### src/rtl/up_bus_arbiter.sv
// Two-master up bus arbiter: holds one pending write and one pending read per requester,
// issues them one at a time downstream and returns each ack, or a timeout, to its owner.
module up_bus_arbiter #(
    parameter int unsigned ADDRESS_WIDTH  = 10,
    parameter int unsigned TIMEOUT_CYCLES = 64,
    parameter logic [31:0] TIMEOUT_DATA   = 32'hdead_dead
) (
    input  logic                     up_clk,
    input  logic                     up_rstn,
    input  logic                     a_wreq,
    input  logic [ADDRESS_WIDTH-1:0] a_waddr,
    input  logic [31:0]              a_wdata,
    output logic                     a_wack,
    input  logic                     a_rreq,
    input  logic [ADDRESS_WIDTH-1:0] a_raddr,
    output logic [31:0]              a_rdata,
    output logic                     a_rack,
    input  logic                     b_wreq,
    input  logic [ADDRESS_WIDTH-1:0] b_waddr,
    input  logic [31:0]              b_wdata,
    output logic                     b_wack,
    input  logic                     b_rreq,
    input  logic [ADDRESS_WIDTH-1:0] b_raddr,
    output logic [31:0]              b_rdata,
    output logic                     b_rack,
    output logic                     dn_wreq,
    output logic [ADDRESS_WIDTH-1:0] dn_waddr,
    output logic [31:0]              dn_wdata,
    input  logic                     dn_wack,
    output logic                     dn_rreq,
    output logic [ADDRESS_WIDTH-1:0] dn_raddr,
    input  logic [31:0]              dn_rdata,
    input  logic                     dn_rack,
    output logic                     grant_b,
    output logic                     timeout,
    output logic                     overlap_err
);

    localparam int unsigned CW = $clog2(TIMEOUT_CYCLES);
    localparam logic [CW-1:0] CntLast = CW'(TIMEOUT_CYCLES - 1);

    typedef enum logic {StIdle, StWait} state_e;

    state_e                   r_state;
    logic [CW-1:0]            r_cnt;
    logic                     r_last_b;
    logic                     r_own_b;
    logic                     r_is_read;

    logic                     r_aw_v, r_ar_v, r_bw_v, r_br_v;
    logic [ADDRESS_WIDTH-1:0] r_aw_addr, r_ar_addr, r_bw_addr, r_br_addr;
    logic [31:0]              r_aw_data, r_bw_data;

    logic        w_ack_hit, w_to_hit, w_done;
    logic        w_clr_aw, w_clr_ar, w_clr_bw, w_clr_br;
    logic        w_ld_aw, w_ld_ar, w_ld_bw, w_ld_br;
    logic        w_ovl, w_a_work, w_b_work, w_pick_b, w_pick_rd;
    logic [31:0] w_rd_data;

    always_comb begin
        w_ack_hit = (r_state == StWait) && (r_is_read ? dn_rack : dn_wack);
        w_to_hit  = (r_state == StWait) && !w_ack_hit && (r_cnt == CntLast);
        w_done    = w_ack_hit || w_to_hit;
        w_clr_aw  = w_done && !r_own_b && !r_is_read;
        w_clr_ar  = w_done && !r_own_b && r_is_read;
        w_clr_bw  = w_done && r_own_b && !r_is_read;
        w_clr_br  = w_done && r_own_b && r_is_read;
        // A slot being retired this edge may be reloaded at the same edge.
        w_ld_aw   = a_wreq && (!r_aw_v || w_clr_aw);
        w_ld_ar   = a_rreq && (!r_ar_v || w_clr_ar);
        w_ld_bw   = b_wreq && (!r_bw_v || w_clr_bw);
        w_ld_br   = b_rreq && (!r_br_v || w_clr_br);
        w_ovl     = (a_wreq && !w_ld_aw) || (a_rreq && !w_ld_ar) ||
                    (b_wreq && !w_ld_bw) || (b_rreq && !w_ld_br);
        w_a_work  = r_aw_v || r_ar_v;
        w_b_work  = r_bw_v || r_br_v;
        w_pick_b  = w_b_work && (!w_a_work || !r_last_b);
        w_pick_rd = w_pick_b ? !r_bw_v : !r_aw_v;
        w_rd_data = w_ack_hit ? dn_rdata : TIMEOUT_DATA;
    end

    always_ff @(posedge up_clk or negedge up_rstn) begin
        if (!up_rstn) begin
            r_aw_v    <= 1'b0;
            r_ar_v    <= 1'b0;
            r_bw_v    <= 1'b0;
            r_br_v    <= 1'b0;
            r_aw_addr <= '0;
            r_ar_addr <= '0;
            r_bw_addr <= '0;
            r_br_addr <= '0;
            r_aw_data <= '0;
            r_bw_data <= '0;
        end else begin
            if (w_ld_aw) begin
                r_aw_v    <= 1'b1;
                r_aw_addr <= a_waddr;
                r_aw_data <= a_wdata;
            end else if (w_clr_aw) begin
                r_aw_v <= 1'b0;
            end
            if (w_ld_ar) begin
                r_ar_v    <= 1'b1;
                r_ar_addr <= a_raddr;
            end else if (w_clr_ar) begin
                r_ar_v <= 1'b0;
            end
            if (w_ld_bw) begin
                r_bw_v    <= 1'b1;
                r_bw_addr <= b_waddr;
                r_bw_data <= b_wdata;
            end else if (w_clr_bw) begin
                r_bw_v <= 1'b0;
            end
            if (w_ld_br) begin
                r_br_v    <= 1'b1;
                r_br_addr <= b_raddr;
            end else if (w_clr_br) begin
                r_br_v <= 1'b0;
            end
        end
    end

    always_ff @(posedge up_clk or negedge up_rstn) begin
        if (!up_rstn) begin
            r_state     <= StIdle;
            r_cnt       <= '0;
            r_last_b    <= 1'b1;
            r_own_b     <= 1'b0;
            r_is_read   <= 1'b0;
            dn_wreq     <= 1'b0;
            dn_waddr    <= '0;
            dn_wdata    <= '0;
            dn_rreq     <= 1'b0;
            dn_raddr    <= '0;
            a_wack      <= 1'b0;
            a_rack      <= 1'b0;
            a_rdata     <= '0;
            b_wack      <= 1'b0;
            b_rack      <= 1'b0;
            b_rdata     <= '0;
            grant_b     <= 1'b0;
            timeout     <= 1'b0;
            overlap_err <= 1'b0;
        end else begin
            dn_wreq     <= 1'b0;
            dn_rreq     <= 1'b0;
            a_wack      <= 1'b0;
            a_rack      <= 1'b0;
            a_rdata     <= '0;
            b_wack      <= 1'b0;
            b_rack      <= 1'b0;
            b_rdata     <= '0;
            timeout     <= 1'b0;
            overlap_err <= w_ovl;
            unique case (r_state)
                StIdle: begin
                    if (w_a_work || w_b_work) begin
                        r_state   <= StWait;
                        r_cnt     <= '0;
                        r_own_b   <= w_pick_b;
                        r_is_read <= w_pick_rd;
                        grant_b   <= w_pick_b;
                        // Only contested picks move the pointer so conflicts alternate.
                        if (w_a_work && w_b_work) r_last_b <= w_pick_b;
                        if (w_pick_rd) begin
                            dn_rreq  <= 1'b1;
                            dn_raddr <= w_pick_b ? r_br_addr : r_ar_addr;
                        end else begin
                            dn_wreq  <= 1'b1;
                            dn_waddr <= w_pick_b ? r_bw_addr : r_aw_addr;
                            dn_wdata <= w_pick_b ? r_bw_data : r_aw_data;
                        end
                    end
                end
                StWait: begin
                    if (w_done) begin
                        r_state <= StIdle;
                        grant_b <= 1'b0;
                        timeout <= w_to_hit;
                        if (r_own_b) begin
                            b_wack  <= !r_is_read;
                            b_rack  <= r_is_read;
                            b_rdata <= r_is_read ? w_rd_data : 32'd0;
                        end else begin
                            a_wack  <= !r_is_read;
                            a_rack  <= r_is_read;
                            a_rdata <= r_is_read ? w_rd_data : 32'd0;
                        end
                    end else begin
                        r_cnt <= r_cnt + CW'(1);
                    end
                end
                default: r_state <= StIdle;
            endcase
        end
    end

endmodule

### config.mk
export PLATFORM = sky130hd
export DESIGN_NAME = up_bus_arbiter
export DESIGN_NICKNAME = d
export VERILOG_FILES = /design/src/rtl/up_bus_arbiter.sv
export SDC_FILE = /design/constraint.sdc
export NUM_CORES = 1
export LEC_CHECK = 0
export CAP_MARGIN = 20
export CORE_ASPECT_RATIO = 1.2
export CORE_MARGIN = 2
export CORE_UTILIZATION = 51
export CTS_CLUSTER_DIAMETER = 40
export DETAILED_ROUTE_END_ITERATION = 10
export PLACE_DENSITY_LB_ADDON = 0.1
export SLEW_MARGIN = 5
export SYNTH_ARGS = -nofsm -noshare
export SYNTH_HDL_FRONTEND = slang
export SYNTH_SLANG_ARGS = --single-unit
### constraint.sdc
create_clock -name up_clk -period 5.1 [get_ports up_clk]
set_input_delay 1.02 -clock up_clk [delete_from_list [all_inputs] [get_ports up_clk]]
set_output_delay 1.02 -clock up_clk [all_outputs]
set_load 0.005 [all_outputs]
==> qor.txt, run 1 <==
share of layout cells above drive strength 1: 0.1752
RSZ-0062 raised after global routing: no
Final setup viols: 0
sequential fraction of the synthesis area: 0.6540
Setup crit end kind: flip-flop
YS warnings: 0
post-synth top area share: 0.6512
Cell Area, Synth: 9300 um^2
htree depth: 1
pin count of the biggest net entering global routing: 143
Post-Syn Nets: 863
initial antenna violation count: 1
cell taking the most area after synthesis: dfrtp_1
fin util: 0.7315
Hold Startpoint: r_bw_data[20]
Residual DRC: 0
core area: 18040 um^2
number of fill cells: 1201
floorplan row count: 54
Clock Skew: 0.01512 ns
Least-Margin Pin Slew: 1.061 ns
via density per instance: 5.206
#FFs+latches synth: 243
post_cts resized: 0
max-cap viol count: 0
slowest CP cell: nand2_2
Post-synth EDFFs: 0
Placed Instances: 1180
hpwl dp: 14810 um
vias in the first global route: 7101
setup TNS: 0 ns
Vias: 6429
CP required: 5.51 ns
max incr delay on CP: 0.67 ns
top cells by count, synth: dfrtp_1 (242), nor2_1 (144), mux2_2 (94)
post-DR wirelength/cell: 17.92 um
top post-synthesis cells by area: dfrtp_1 (65%), mux2_2 (11%), mux2i_1 (5.8%), nor2_1 (5.8%), a21oi_1 (3.0%)
Post-Layout Cell Count: 1235
Tightest Hold Check Type: flip-flop to flip-flop
relative slew slack: 0.2927
P_leak: 5.947 nW
top-count cell post-synth: dfrtp_1
Layout area overhead: 41.89%
clock latency on the worst-skew pair: 0.53 ns
Reg-to-Reg Start: r_is_read
GP Congestion: 0.8341
Synth cell types: 37
main flop type after synthesis: dfrtp_1
period utilization: 0.6269
FF-to-FF setup slack: 2.29 ns
Total Wirelength: 22130 um
synthesized instance count: 718
clock sink count: 243
status: finished, final reports clean
Longest Clk Path Bufs: 3
area of the multi-input gates: 3024 um^2
Worst Setup SP: dn_rack
peak fanout along the critical path: 32
register area: 6082 um^2
Initial Utilization: 0.5155
num ports: 269
port bufs: 268
Setup crit start kind: primary input
antenna viol nets, final: 0
first-pass GRT wire length: 36240 um
Setup Buffers After CTS: 0
GRT Overall Usage: 0.2309
Final Critical Period: 3.197 ns
DIE AREA: 19340 um^2
max-slew violation count: 0
setup slack after layout: 1.903 ns
critical path class: primary input to flip-flop
Final Hold Viols: 0
Post-synth ARST share: 1.000
crit-path cells: clkdlybuf4s50_1 > mux2_4 > a2bb2oi_2 > o21ai_0 > nand2_2 > buf_4 > mux2_2
nets: 1133
CTS tree: done
post-cts hold buffer count: 0
initial drt markers: 348
CTS Buf Count: 29
fmax: 312.8 MHz
Pre-antenna DRT Iters: 4
PD cells: 591.2 nW/um^2
Die W: 127.3 um
Setup WS pre-CTS: 1.299 ns
Worst Path Buf+Inv: 2
Die Y-Extent: 151.9 um
Overall Power: 7.802 mW
peak supply drop: 338.7 uV
GRT overflow: 0
Root Buffer: clkbuf_16
Worst path top cell family by delay: buffers and inverters
Avg Cell Area, Syn: 12.95 um^2
Worst Path Arrival: 3.60 ns
CTS clk-pin slew, worst paths: 0.06 ns
[worst paths after layout]
check | to | cells after the start
min in group asynchronous | a_rack | 1
min reg2reg | r_bw_data[20] | 1
max reg2reg | r_bw_data[24] | 6
max in group asynchronous | r_aw_data[4] | 2
max | r_bw_data[24] | 7
min | r_bw_data[20] | 1
[cell families (layout without fill, tap and decap cells)]
logic type	count (synthesis)	in the layout	share of synthesized area
flip-flops	243	243	0.6540
AND/OR/NAND/NOR	188	188	0.08113
multiplexers	159	159	0.1897
AO/OA/AOI/OAI	80	80	0.04857
buffers and inverters	46	338	0.02435
adder cells (fa/ha/maj)	1	1	0.001345
XOR/XNOR	1	1	0.0009419
other	0	1	0
[power breakdown]
part	internal [mW]	leakage [nW]	switching (mW)
combinational	1.48	2.47	1.09
clock	1.29	0.482	0.790
sequential	2.70	3.00	0.452
[placed cells by master, fill, tap and decap left out, types with 3 or more instances in the layout]
cell type and n:
nor2b_1 4, buf_4 8, mux2_2 94, clkdlybuf4s50_1 267, a21oi_1 55, dfrtp_1 242, clkinvlp_4 4, clkbuf_16 29
o21ai_0 9, a21o_1 3, clkbuf_8 6, o31ai_1 3, clkbuf_1 3, bufinv_16 3, nand2_1 20, nand3_1 7
inv_1 7, nor2_1 144, mux2i_1 53, mux2_4 11, nand2b_1 3, clkinv_2 5
[through the flow]
step	area, um^2	hold WS [ns]
after floorplan	9300	0.4586
after global placement	12180	0.4779
after detailed placement	12180	0.4927
after CTS	13170	0.5052
after global routing	13200	0.5167
final	13200	0.5036
[sequential cells by signal, indices dropped and copies added (netlist names), 6 cells and up]
signal / cells
r_bw_data: 32
r_cnt: 6
dn_waddr: 10
a_rdata: 32
dn_wdata: 32
r_ar_addr: 10
r_br_addr: 10
r_bw_addr: 10
b_rdata: 32
r_aw_addr: 10
r_aw_data: 32
dn_raddr: 10
[worst reg2reg max path: stages, from the launching register on]
cell       delay (ns)
dfrtp_1          0.50
mux2_4           0.43
a2bb2oi_2        0.25
o21ai_0          0.22
nand2_2          0.67
buf_4            0.30
mux2_2           0.34
[metal layers]
metal / GRT usage / up-vias / routed length, um
li1: - / 2968 / -
met1: 0.2720 / 3170 / 8471
met2: 0.4085 / 240 / 11410
met3: 0.05634 / 51 / 1493
met4: 0.08373 / 0 / 757
met5: 0 / - / 0
[cell type report]
cell class              count  share of cell area
clock buffers              38             0.06210
well taps                 224             0.02124
repair buffers            278              0.2112
multi-input cells         429              0.2292
flip-flops and latches    243              0.4609
inverters                   7            0.001991
diodes                      1           0.0001896
clock inverters            15             0.01318
Note: power is estimated with default switching activity, not from simulation.
==> inputs of run 2 (changes only) <==
- CORE_UTILIZATION: 51 -> 47
- clock period: 5.1 -> 3.3 ns (I/O delays scaled with it)
==> run 2 against run 1 <==
Effect of this change:
- first-iteration DRC count fell by 26%
- global-route usage fell by 2.3 points
- core utilization fell by 4.9 points
- clock-buffer cell count fell by 1
- largest cell class unchanged
- highest routed layer unchanged
- register-to-register slack got worse by 1.3 ns
==> qor.txt, run 2 (synthesis gave the netlist of run 1 again) <==
fmax: 435.4 MHz
GRT overflow: 0 (unchanged)
relative slew slack: 0.5298 (+0.2371)
Setup crit end kind: flip-flop
Final Hold Viols: 0 (unchanged)
PD cells: 904.9 nW/um^2 (+53%)
crit-path cells: nand3_2 > a2bb2oi_2 > or3_1 > a21bo_1 > mux2_4
CTS clk-pin slew, worst paths: 0.06 ns (about the same)
setup slack after layout: 1.003 ns (-0.8996 ns)
Worst Path Buf+Inv: 0 (-2)
period utilization: 0.6959
Vias: 6346 (-1.3%)
Worst path top cell family by delay: compound AO/OA/AOI/OAI gates
pin count of the biggest net entering global routing: 88 (-38%)
post-DR wirelength/cell: 17.21 um (-4.0%)
Pre-antenna DRT Iters: 4 (unchanged)
P_leak: 5.970 nW (+0.39%)
Setup WS pre-CTS: 0.5133 ns (-0.7855 ns)
total net switching power: 3.576 mW (+53%)
nets: 1135 (+0.18%)
vias in the first global route: 6503 (-8.4%)
initial drt markers: 258 (-26%)
Setup crit start kind: flip-flop
clock network power share: 0.265 (about the same)
post-cts hold buffer count: 0 (unchanged)
Critical Path Stages: 5 (-2)
share of layout cells above drive strength 1: 0.1751 (about the same)
Final setup viols: 0 (unchanged)
Longest Clk Path Bufs: 3 (unchanged)
Sw Share: 0.2972 (-0.002032)
Initial Utilization: 0.4775 (-0.03808)
port bufs: 268 (unchanged)
hpwl dp: 14460 um (-2.4%)
Worst Path Arrival: 2.70 ns (-0.90 ns)
# diodes: 0 (-1)
post_cts resized: 0 (unchanged)
setup TNS: 0 ns (unchanged)
Clock Skew: 0.01200 ns (-0.003124 ns)
antenna viol nets, final: 0 (unchanged)
slowest CP cell: dfrtp_1
CP required: 3.70 ns (-1.81 ns)
Die Y-Extent: 158.1 um (+4.1%)
RSZ-0062 raised after global routing: no
GRT Overall Usage: 0.2081 (-0.02282)
max-slew violation count: 0 (unchanged)
Int Power: 8.456 mW (+55%)
CTS Buf Count: 28 (-3.4%)
Residual DRC: 0 (unchanged)
first-pass GRT wire length: 34710 um (-4.2%)
Least-Margin Pin Slew: 0.7023 ns (-0.3587 ns)
Layout area overhead: 42.97%
peak fanout along the critical path: 10 (-69%)
CTS tree: done
initial antenna violation count: 0 (-1)
clock latency on the worst-skew pair: 0.52 ns (about the same)
Total Wirelength: 21890 um (-1.1%)
status: finished, final reports clean
Tightest Hold Check Type: primary input to async pin
Gate power share: 0.336 (+0.006)
sequential share of power: 0.399 (-0.005)
core area: 19480 um^2 (+8.0%)
Root Buffer: clkbuf_16
critical path class: flip-flop to flip-flop
max-cap viol count: 0 (unchanged)
floorplan row count: 56 (+3.7%)
num ports: 269 (unchanged)
Die W: 132.4 um (+4.0%)
Final Critical Period: 2.297 ns
clock sink count: 243 (unchanged)
via density per instance: 4.989 (-4.2%)
most frequent cells in the layout: clkdlybuf4s50_1 (267), dfrtp_1 (242), nor2_1 (144)
commonest non-fill, non-tap cell in the layout: clkdlybuf4s50_1
GP Congestion: 0.7787 (-6.6%)
peak supply drop: 513.5 uV (+52%)
htree depth: 1 (unchanged)
max incr delay on CP: 0.60 ns (-0.07 ns)
DIE AREA: 20930 um^2 (+8.3%)
Setup Buffers After CTS: 0 (unchanged)
R2R cell count: 5 (-1)
-- run 2: final timing paths --
kind / start / end / slack, ns
max in group asynchronous: up_rstn / a_rdata[0] / 2.40
worst min register to register: r_cnt[5] / r_cnt[5] / 0.49
min in group up_clk: r_cnt[5] / r_cnt[5] / 0.49
worst max register to register: r_state / r_ar_addr[8] / 1.00
worst min-delay path: up_rstn / a_rdata[25] / 0.02
worst max-delay path: r_state / r_ar_addr[8] / 1.00
-- run 2: power by group through the flow --
stage	Combinational [mW]	Clock, mW	Sequential, mW
finish	4.05	3.19	4.80
global route	4.44	3.40	4.95
CTS	4.13	3.26	4.80
detailed placement	4.11	0	4.83
global placement	3.99	0	4.81
floorplan	2.36	0	4.71
-- run 2: layout make-up --
| cell class | instances | area (um^2) |
|---|---|---|
| Clock buffer | 37 | 795.8 |
| Clock inverter | 14 | 181.4 |
| Fill cell | 1514 | 6182 |
| Inverter | 7 | 26.28 |
| Multi-Input combinational cell | 429 | 3024 |
| Sequential cell | 243 | 6082 |
| Tap cell | 261 | 326.6 |
| Timing Repair Buffer | 281 | 2860 |
-- run 2: stage by stage --
stage	cells	power, mW	utilization	instance area (um^2)	hold WS (ns)
floorplan	718	7.075	-	9300	0.3644
global placement	1221	8.803	0.6325	12320	0.4863
detailed placement	1221	8.946	0.6325	12320	0.4853
CTS	1272	12.19	0.6826	13300	0.02366
global route	1272	12.79	0.6826	13300	0.03513
finish	1272	12.03	0.6826	13300	0.02397
-- run 2: metal layers --
layer  track usage  vias to the layer above  share of wire
li1              -                     2974              -
met1        0.2650                     3132           0.41
met2        0.3565                      212           0.50
met3       0.05476                       28          0.072
met4       0.05274                        0          0.016
met5             0                        -              0
-- run 2: worst register-to-register path, delay by kind of cell (launching register included) --
family | cells | cell delay, ns
AO/OA/AOI/OAI | 2 | 0.65
flip-flops | 1 | 0.60
AND/OR/NAND/NOR | 2 | 0.54
multiplexers | 1 | 0.39
==> inputs of run 3 (changes only) <==
- clock period: 3.3 -> 2.2 ns (I/O delays scaled with it)
==> run 3 against run 2 <==
Effect of this change:
- critical path type unchanged
- routed wire length up 4.3%
- global-route usage up 1.1 points
- maximum frequency up 9.2%
- sequential cell count unchanged
- power up 58%
- first-iteration DRC count up 1.6%
==> qor.txt, run 3 (synthesis gave the netlist of run 1 again) <==
status: finished, final reports clean
CTS tree: done
pin count of the biggest net entering global routing: 87 (-1.1%)
Vias: 6452 (+1.7%)
peak supply drop: 768.2 uV (+50%)
Pre-antenna DRT Iters: 4 (unchanged)
initial drt markers: 262 (+1.6%)
# diodes: 0 (unchanged)
Reg-to-Reg End: r_ar_addr[5]
R2R cell count: 7 (+2)
CTS Buf Count: 31 (+11%)
relative slew slack: 0.5026 (-0.02719)
peak fanout along the critical path: 10 (unchanged)
Total Wirelength: 22840 um (+4.3%)
PD cells: 1387 nW/um^2 (+53%)
vias in the first global route: 6755 (+3.9%)
Reg-to-Reg Start: r_cnt[0]
Layout area overhead: 47.06%
DIE AREA: 20930 um^2 (unchanged)
Tightest Hold Check Type: primary input to async pin
period utilization: 0.9562 (+0.2603)
core area: 19480 um^2 (unchanged)
Final Critical Period: 2.104 ns (-0.1929 ns)
htree depth: 1 (unchanged)
critical path class: flip-flop to flip-flop
Worst Path Arrival: 2.53 ns (-0.17 ns)
share of layout cells above drive strength 1: 0.1986 (+0.02358)
first-pass GRT wire length: 36370 um (+4.8%)
CP required: 2.62 ns (-1.08 ns)
DP Area: 12520 um^2 (+1.6%)
via density per instance: 4.971 (-0.37%)
port bufs: 268 (unchanged)
Post-Layout Cell Count: 1298 (+2.0%)
Residual DRC: 0 (unchanged)
Setup crit start kind: flip-flop
Die W: 132.4 um (unchanged)
fmax: 475.4 MHz (+9.2%)
Worst path top cell family by delay: simple AND/OR/NAND/NOR gates
Final Hold Viols: 0 (unchanged)
Worst Path Buf+Inv: 1 (+1)
max-slew violation count: 0 (unchanged)
P_leak: 6.156 nW (+3.1%)
Least-Margin Pin Slew: 0.7433 ns (+0.04106 ns)
num ports: 269 (unchanged)
Die Y-Extent: 158.1 um (unchanged)
Placed Instances: 1239 (+1.5%)
slowest CP cell: dfrtp_1
clock latency on the worst-skew pair: 0.54 ns (+0.02 ns)
GP Congestion: 0.7461 (-4.2%)
CTS clk-pin slew, worst paths: 0.06 ns (about the same)
floorplan row count: 56 (unchanged)
max incr delay on CP: 0.39 ns (-0.21 ns)
crit-path cells: ha_2 > nand3_2 > a2bb2oi_4 > or3_1 > a21bo_1 > buf_12 > mux2_4
hpwl dp: 15490 um (+7.1%)
Critical Path Stages: 7 (+2)
post-DR wirelength/cell: 17.59 um (+2.2%)
clock sink count: 243 (unchanged)
max-cap viol count: 0 (unchanged)
FF-to-FF setup slack: 0.1 ns (-0.91 ns)
most frequent cells in the layout: clkdlybuf4s50_1 (267), dfrtp_1 (242), nor2_1 (144)
Setup crit end kind: flip-flop
initial antenna violation count: 0 (unchanged)
Longest Clk Path Bufs: 3 (unchanged)
Setup Buffers After CTS: 0 (unchanged)
setup TNS: 0 ns (unchanged)
Initial Utilization: 0.4775 (unchanged)
GRT overflow: 0 (unchanged)
Clock Skew: 0.01227 ns (+0.0002723 ns)
antenna viol nets, final: 0 (unchanged)
fin util: 0.7021 (+0.01953)
nets: 1157 (+1.9%)
Final Instance Area: 13680 um^2 (+2.9%)
Final setup viols: 0 (unchanged)
GRT Overall Usage: 0.2187 (+0.01066)
commonest non-fill, non-tap cell in the layout: clkdlybuf4s50_1
Root Buffer: clkbuf_16
==> run 3: cell types whose count changed in the layout (fill, tap and decap cells not counted), sizes merged <==
cell         previous run  this run
buf                    14        32
clkinv                  2         6
bufinv                  3         6
clkinvlp                3         6
inv                    13        10
dlygate4sd3             0         1
==> run 3: worst reg2reg max path, cell delays in order, from the launching register on <==
cell and delay, ns:
dfrtp_1 0.39, ha_2 0.22, nand3_2 0.13, a2bb2oi_4 0.21
or3_1 0.34, a21bo_1 0.23, buf_12 0.15, mux2_4 0.31
==> run 3: power breakdown <==
group          switching [mW]  internal, mW  leakage (nW)  total [mW]
sequential              0.930          6.26          3.00        7.19
combinational            2.70          3.68          2.62        6.38
clock                    1.97          3.44         0.536        5.40
==> run 3: how the worst max path moves through the flow <==
stage,from,endpoint,slack [ns]
detailed placement,dn_wack,r_bw_data[27],-0.27
floorplan,r_cnt[0],r_ar_addr[0],0.15
CTS,r_cnt[0],r_ar_addr[5],0.1
finish,r_cnt[0],r_ar_addr[5],0.1
global placement,dn_wack,r_bw_data[16],-0.26
global route,r_cnt[0],r_ar_addr[5],-0.01
==> run 3: per-stage QoR <==
stage               setup WS [ns]  hold WS, ns  power (mW)
floorplan                  0.1517       0.1444       10.61
detailed placement        -0.2658       0.4055       13.64
global placement          -0.2566       0.4064       13.42
global route            -0.009920       0.4370       20.09
CTS                       0.09848       0.4273       19.16
finish                    0.09630       0.4110       18.97
==> run 3: final cells by class <==
type                       instances  area [um^2]
multi-input combinational        429         3043
tap                              261        326.6
clock buffer                      37        838.3
inverter                           7        26.28
timing repair buffer             300         3068
fill                            1461         5802
clock inverter                    21        292.8
sequential                       243         6082
==> run 3: timing repair <==
action,4_1_cts,5_1_grt
resized for setup,0,3
hold endpoints to repair,49,0
endpoints found under the setup margin,0,65
hold buffers,1,0
==> run 3: routing by layer <==
metal / track usage / wire, um
met2: 0.3795 / 11250
met5: 0 / 0
met3: 0.05860 / 1743
met4: 0.05684 / 435
met1: 0.2733 / 9407
